## src/rtl/rollover_tally.sv

```systemverilog
// Two-digit BCD tally of rising edges on a modulo counter's wrap output, with a freezable display and a captured fraction.
// Latency: one Store edge from Q_in rising to the display update. Backpressure: none; Hold freezes only the display.
module rollover_tally #(
  parameter int TENS_MAX = 9,
  parameter bit SAT      = 1'b0
) (
  input  logic       Store,
  input  logic       Reset,
  input  logic       Q_in,
  input  logic [2:0] B_in,
  input  logic       Enable,
  input  logic       Hold,
  input  logic       Clear,
  output logic [3:0] Ones,
  output logic [3:0] Tens,
  output logic [2:0] Frac,
  output logic       Overflow,
  output logic [1:0] State
);

  typedef enum logic [1:0] {
    IDLE = 2'b00,
    RUN  = 2'b01,
    HOLD = 2'b10
  } state_t;

  state_t     state, state_nxt;
  logic       q_prev;
  logic       evt, inc, at_max;
  logic [3:0] tally_ones, tally_tens;
  logic [3:0] ones_nxt, tens_nxt;

  assign evt    = Q_in & ~q_prev;
  assign inc    = evt & ((state == RUN) | (state == HOLD));
  assign at_max = (tally_tens == 4'(TENS_MAX)) && (tally_ones == 4'd9);
  assign State  = state;

  always_comb begin
    state_nxt = state;
    case (state)
      IDLE:    if (Enable) state_nxt = RUN;
      RUN:     if (!Enable) state_nxt = IDLE;
               else if (Hold) state_nxt = HOLD;
      HOLD:    if (!Enable) state_nxt = IDLE;
               else if (!Hold) state_nxt = RUN;
      default: state_nxt = IDLE;
    endcase
  end

  // Clear wins over a coincident event, so no wrap or saturation is seen.
  always_comb begin
    ones_nxt = tally_ones;
    tens_nxt = tally_tens;
    if (Clear) begin
      ones_nxt = 4'd0;
      tens_nxt = 4'd0;
    end else if (inc) begin
      if (at_max) begin
        if (!SAT) begin
          ones_nxt = 4'd0;
          tens_nxt = 4'd0;
        end
      end else if (tally_ones == 4'd9) begin
        ones_nxt = 4'd0;
        tens_nxt = tally_tens + 4'd1;
      end else begin
        ones_nxt = tally_ones + 4'd1;
      end
    end
  end

  always_ff @(posedge Store) begin
    if (Reset) begin
      state      <= IDLE;
      q_prev     <= 1'b0;
      tally_ones <= 4'd0;
      tally_tens <= 4'd0;
      Ones       <= 4'd0;
      Tens       <= 4'd0;
      Frac       <= 3'd0;
      Overflow   <= 1'b0;
    end else begin
      state      <= state_nxt;
      q_prev     <= Q_in;
      tally_ones <= ones_nxt;
      tally_tens <= tens_nxt;
      Overflow   <= inc & at_max & ~Clear;
      if (Clear) begin
        Ones <= 4'd0;
        Tens <= 4'd0;
        Frac <= 3'd0;
      end else begin
        // Display tracks the tally except while frozen in HOLD.
        if (state_nxt != HOLD) begin
          Ones <= ones_nxt;
          Tens <= tens_nxt;
        end
        if (state == RUN && state_nxt == HOLD) Frac <= B_in;
      end
    end
  end

endmodule
```

## config.mk

```make
export PLATFORM = sky130hd
export DESIGN_NAME = rollover_tally
export DESIGN_NICKNAME = d
export VERILOG_FILES = /design/src/rtl/rollover_tally.sv
export SDC_FILE = /design/constraint.sdc
export NUM_CORES = 1
export LEC_CHECK = 0
export CAP_MARGIN = 25
export CELL_PAD_IN_SITES_DETAIL_PLACEMENT = 1
export CELL_PAD_IN_SITES_GLOBAL_PLACEMENT = 2
export CORE_AREA = 10 10 74 76
export DETAILED_ROUTE_END_ITERATION = 6
export DIE_AREA = 0 0 84 86
export MAX_ROUTING_LAYER = met4
export PLACE_DENSITY_LB_ADDON = 0.1
export SYNTH_ARGS = -nofsm -noshare
export SYNTH_HDL_FRONTEND = slang
export SYNTH_SLANG_ARGS = --single-unit
```

## constraint.sdc

```tcl
create_clock -name Store -period 2.7 [get_ports Store]
set_input_delay 0.54 -clock Store [delete_from_list [all_inputs] [get_ports Store]]
set_output_delay 0.54 -clock Store [all_outputs]
set_load 0.03 [all_outputs]
```

# Yosys cells after proc, flatten, opt, wreduce, memory -nomap -nowiden
# Index checks and enable logic that the tools add are counted.
# word_totals
reg_bits	23
latchBits	0
mem_bits_rw	0
romBits	0
input_bits	9
out_inout_bits	14
word_cells	41
n_memories	0
# classes
add_sub_neg	2
multipliers	0
div_mod_pow	0
order_cmp	0
eq_ne	6
shifts	0
mux	14
bitwise	7
n_reduce_logical	4
# op_table
cell	count
2-to-1 mux 4 bit	8
2-to-1 mux 2 bit	5
adder 4 x 1 -> 4 bit (second input constant)	2
== test 4 bit (second input constant)	2
case mux 2 bit (3 select lines)	1
bitwise AND 1 bit	4
== test 2 bit (second input constant)	2
== test 2 x 1 -> 1 bit (second input constant)	1
logical AND 1 bit	2
zero test 2 bit	1
!= test 2 bit (second input constant)	1
inverter 1 bit	2
OR reduction 2 bit	1
OR 1 bit	1

# Longest topological paths before layout
# logic_depth
word_depth	5
ltp_mapped	7
ltp_nobuf	6

# Least setup slack after synthesis
# OpenSTA, ideal clock, no wires.
# synth_timing
kind	register to register
start	register state[1] (netlist: State[1])
end	register Ones[0]
setup_ps	121
arrival_ps	2318
required_ps	2579
slack_ps	261
path_stages_with_launch	7
n_path_buf	0
synth_period_minus_slack_ps	2439
path_cell_list	dfxtp_1 inv_1 ha_1 nor2b_1 a221o_2 a2111oi_4 mux2_2
# synth_between
elab_chain_cells	5
word_cells_on_any_way	14
classes_between	eq/ne (3); mux (8); bitwise (2); reduce/logical (1)
# synth_rtl
item	line	rtl
start, declared	27	state_t state, state_nxt;
start signal, assigned	83	state <= state_nxt;
== test 2 x 1 -> 1 bit / == test 2 bit (equally long branches)	34, 40	
OR 1 bit	34	assign inc = evt & ((state == RUN) | (state == HOLD));
bitwise AND 1 bit	34	
2-to-1 mux 4 bit	57	end else if (inc) begin
2-to-1 mux 4 bit	54	if (Clear) begin
end signal, assigned	95	Ones <= ones_nxt;
end, declared	14	output logic [3:0] Ones,
# Several ways; a longest one is shown, not always the timed one.
# A chain may end at the register's enable or synchronous reset.

# Worst setup path in the final report
# layout_timing
start	input port Hold
end	register Tens[2]
# layout_between
elab_chain_cells	4
word_cells_on_any_way	6
classes_between	eq/ne (1); mux (5)
# layout_rtl
item	line	rtl
start, declared	12	input logic Hold,
2-to-1 mux 2 bit, on equally long branches	45, 43	
2-to-1 mux 2 bit, on equally long branches	44, 42	
case mux 2 bit (3 select lines) *	40	case (state)
!= test 2 bit *	94	if (state_nxt != HOLD) begin
end signal, assigned	96	Tens <= tens_nxt;
end, declared	15	output logic [3:0] Tens,
# Mark *: on every way between the ends. The rest lies on a longest branch, timed or not.

==> flow_metrics.env <==
export IMPL_timing_critical_path_required_ns=2.86
export IMPL_dp_worst_setup_slack_ns=0.0964
export IMPL_cap_violations=0
export IMPL_nets=165
export IMPL_finalWeightedCongestion=0.708
export IMPL_num_fill_cells=456
export IMPL_run_status="finished, final reports clean"
export IMPL_multiInputGateArea_um2=697
export IMPL_cts_repair_timing_setup_buffer_count=0
export IMPL_synth_edf_count=0
export IMPL_route_detailed_vias_per_inst=4.95
export IMPL_clock_sinks=23
export IMPL_synth_simple_gate_area_share_pct=22.2
export IMPL_worstPathBufferInverterCount=2
export IMPL_syn_avg_cell_area_um2=9.94
export IMPL_worstMarginPinSlew_ns=0.495
export IMPL_fin_skew_ns=0.00162
export IMPL_setup_violations_final=0
export IMPL_timing_setup_critical_path_class="in2reg"
export IMPL_clock_root_buffer="sky130_fd_sc_hd__clkbuf_8"
export IMPL_floorplan_initialDensity_pct=30.0
export IMPL_layout_min_cycle_time_ns=2.31
export IMPL_cts_max_level=1
export IMPL_placement_rows=23
export IMPL_drive_gt1_share_pct=14.3
export IMPL_synth_compound_area_share_pct=17.2
export IMPL_synth_distinct_cells=39
export IMPL_tritoncts="done"
export IMPL_clk_pin_slew_ns=0.08
export IMPL_fraction_of_the_cycle_the_final_worst_path_needs_pct=85.4
export IMPL_synthToLayoutAreaGrowth_pct=29.3
export IMPL_synth_adder_area_share_pct=8.39
export IMPL_via_count=976
export IMPL_ctsHoldBuffers=0
export IMPL_max_stage_delay_ns=0.52
export IMPL_cellPowerDensity_nw_per_um2=427
export IMPL_timing_final_max_slew_violations=0
export IMPL_initialDrtViolationCount=20
export IMPL_die_area_um2=7220
export IMPL_cts_root_to_sink_buffers=2
export IMPL_path_delay_family="compound AO/OA/AOI/OAI gates"
export IMPL_critical_path_endpoint_type="flip-flop"
export IMPL_synth_sequential_area_ratio_pct=38.6
export IMPL_ffs_latches_synth=23
export IMPL_critPathLaunchType="input pin"
export IMPL_cts_resized_gates=0
export IMPL_avgRoutedWirePerCell_um=14.8
export IMPL_die_h_um=86
export IMPL_drt_pre_antenna_iters=4
export IMPL_diodes=0
export IMPL_vdd_ir_drop_max_mv=0.205
export IMPL_final_critical_path_setup_slack_ns=0.394
export IMPL_asyncSetResetFlopFracSynth_pct=0
export IMPL_crit_slowest_cell="sky130_fd_sc_hd__clkdlybuf4s50_1"
export IMPL_routed_wl_um=2910
export IMPL_max_freq_ghz=0.434
export IMPL_grt_pass1_wl_um=5050
export IMPL_cts_made_buffers=3
export IMPL_grt_ovfl_total=0
export IMPL_min_delay_path_class="reg2reg"
export IMPL_global_route_usage_sum_pct=8.65
export IMPL_port_buffer_count=22
export IMPL_layout_utilization_pct=38.8
export IMPL_number_of_antenna_violations_at_the_first_check_in_global_routing=0
export IMPL_io_pins=23
export IMPL_slew_headroom_pct=66.2
export IMPL_synth_flop_cell="sky130_fd_sc_hd__dfxtp_1"
export IMPL_leakage_power_nw=0.550
export IMPL_crit_chain="clkdlybuf4s50_1 -> nand2b_1 -> a221o_2 -> a2111oi_4 -> buf_4 -> mux2_2"
export IMPL_yosysWarningCount=0
export IMPL_place_detailed_instances=193
export IMPL_postSynthCellCount=120
export IMPL_flip_flop_and_latch_area_um2=460
export IMPL_number_of_global_route_vias_before_repair=1033
export IMPL_setup_repair_after_global_routing_missed_its_margin="false"
export IMPL_post_synth_xor_area_fraction_pct=1.47
export IMPL_synth_mux_area_share_pct=9.13
export IMPL_worstPathMaxFanout=7
export IMPL_horizontal_extent_of_the_die_um=84
export IMPL_core_area_um2=3970
export IMPL_cp_arrival_ns=2.46
export IMPL_largest_net_degree_at_the_start_of_global_routing=17
export IMPL_drt_drc_violations_left=0
export IMPL_fin_tns_setup_ns=0
export IMPL_mappedNetlistNets=137
export IMPL_drt_antenna_violating_nets=0
export IMPL_dp_final_hpwl_um=2300
export IMPL_post_synth_instance_area_um2=1190
export IMPL_synth_top_family_by_area="simple AND/OR/NAND/NOR gates"
export IMPL_final_hold_viol_count=0
export IMPL_clkLatencyLatePin_ns=0.26
export IMPL_stdcell_count=197
[metrics by stage]
step / area, um^2 / power, mW / hold slack, ns
after floorplan: 1190 / 0.412 / 0.508
after global placement: 1500 / 0.450 / 0.442
after detailed placement: 1500 / 0.452 / 0.456
after CTS: 1540 / 0.674 / 0.469
after global routing: 1540 / 0.698 / 0.492
final: 1540 / 0.659 / 0.462
[worst min-delay path: stages, from the launching register on]
cell                      delay (ns)
sky130_fd_sc_hd__dfxtp_1        0.32
sky130_fd_sc_hd__nand2_1        0.05
sky130_fd_sc_hd__mux2i_1        0.05
[report_power, final]
part	internal [mW]	switching, mW
registers	0.344	0.00542
logic	0.0425	0.0504
clock network	0.105	0.111
[path summary, 6_finish.rpt]
| kind | start | to | slack (ns) | cells after the start |
|---|---|---|---|---|
| setup / recovery | Hold | Tens[2] | 0.39 | 6 |
| hold / removal | Frac[0] | Frac[0] | 0.46 | 2 |
| setup reg to reg | State[1] | Tens[2] | 0.43 | 7 |
| hold reg to reg | Frac[0] | Frac[0] | 0.46 | 2 |
[area by class of cell]
type,instances,share of cell area (%)
Multi-Input combinational cell,88,45.2
Sequential cell,23,29.9
Timing Repair Buffer,27,16.7
Tap cell,50,4.06
Clock buffer,4,2.92
Inverter,5,1.22
[cells in the mapped netlist (3+ instances only)]
cell type | n | area share (%)
sky130_fd_sc_hd__nand3b_1 | 3 | 1.9
sky130_fd_sc_hd__mux2_2 | 7 | 6.6
sky130_fd_sc_hd__dfxtp_1 | 23 | 39
sky130_fd_sc_hd__nor2_1 | 6 | 1.9
sky130_fd_sc_hd__mux2i_1 | 3 | 2.5
sky130_fd_sc_hd__a21oi_1 | 3 | 1.3
sky130_fd_sc_hd__ha_1 | 8 | 8.4
sky130_fd_sc_hd__inv_1 | 5 | 1.6
sky130_fd_sc_hd__nand2_1 | 9 | 2.8
sky130_fd_sc_hd__nor3_1 | 5 | 2.1
sky130_fd_sc_hd__and2_1 | 7 | 3.7
sky130_fd_sc_hd__and3b_1 | 3 | 2.2
[routing by layer]
metal	routed length (um)	part of all wire, %	track usage (%)	up-vias
li1	-	-	-	491
met1	1390	48	9.63	461
met2	1350	46	14.5	20
met3	136	4.7	2.37	4
met4	38	1.3	3.20	0
met5	0	0	-	-
[cells in the final DEF (no fill, tap or decap), types with 2 or more instances in the layout]
master                            netlist  routed
sky130_fd_sc_hd__mux2_2                 7       7
sky130_fd_sc_hd__buf_4                  0       5
sky130_fd_sc_hd__a2111oi_4              2       2
sky130_fd_sc_hd__nor4_1                 2       2
sky130_fd_sc_hd__a21oi_1                3       3
sky130_fd_sc_hd__mux2i_1                3       3
sky130_fd_sc_hd__nor2_1                 6       6
sky130_fd_sc_hd__and3b_1                3       3
sky130_fd_sc_hd__o21a_1                 2       2
sky130_fd_sc_hd__dfxtp_1               23      23
sky130_fd_sc_hd__and3_1                 2       2
sky130_fd_sc_hd__nand3b_1               3       3
sky130_fd_sc_hd__clkbuf_8               0       3
sky130_fd_sc_hd__and2_1                 7       7
sky130_fd_sc_hd__nor2b_1                2       2
sky130_fd_sc_hd__a211oi_1               2       2
sky130_fd_sc_hd__nand2b_1               2       2
sky130_fd_sc_hd__a221oi_1               2       2
sky130_fd_sc_hd__inv_1                  5       5
sky130_fd_sc_hd__nand3_1                2       2
sky130_fd_sc_hd__ha_1                   8       8
sky130_fd_sc_hd__clkdlybuf4s50_1        0      22
sky130_fd_sc_hd__a311oi_1               2       2
sky130_fd_sc_hd__nor3_1                 5       5
sky130_fd_sc_hd__nand2_1                9       9
[kinds of logic (layout without fill, tap and decap cells)]
group	count (synthesis)	after routing
multiplexers	10	10
flip-flops	23	23
adder cells (fa/ha/maj)	8	8
buffers and inverters	9	36
XOR/XNOR	2	2
AND/OR/NAND/NOR	47	47
AO/OA/AOI/OAI	21	21
[sequential cells by signal (all words and copies together) (netlist names)]
register / flops
tally_tens: 4
State: 2
Tens: 4
tally_ones: 4
Overflow: 1
Frac: 3
Ones: 4
q_prev: 1
No activity file was read; power rests on OpenSTA's default activity.
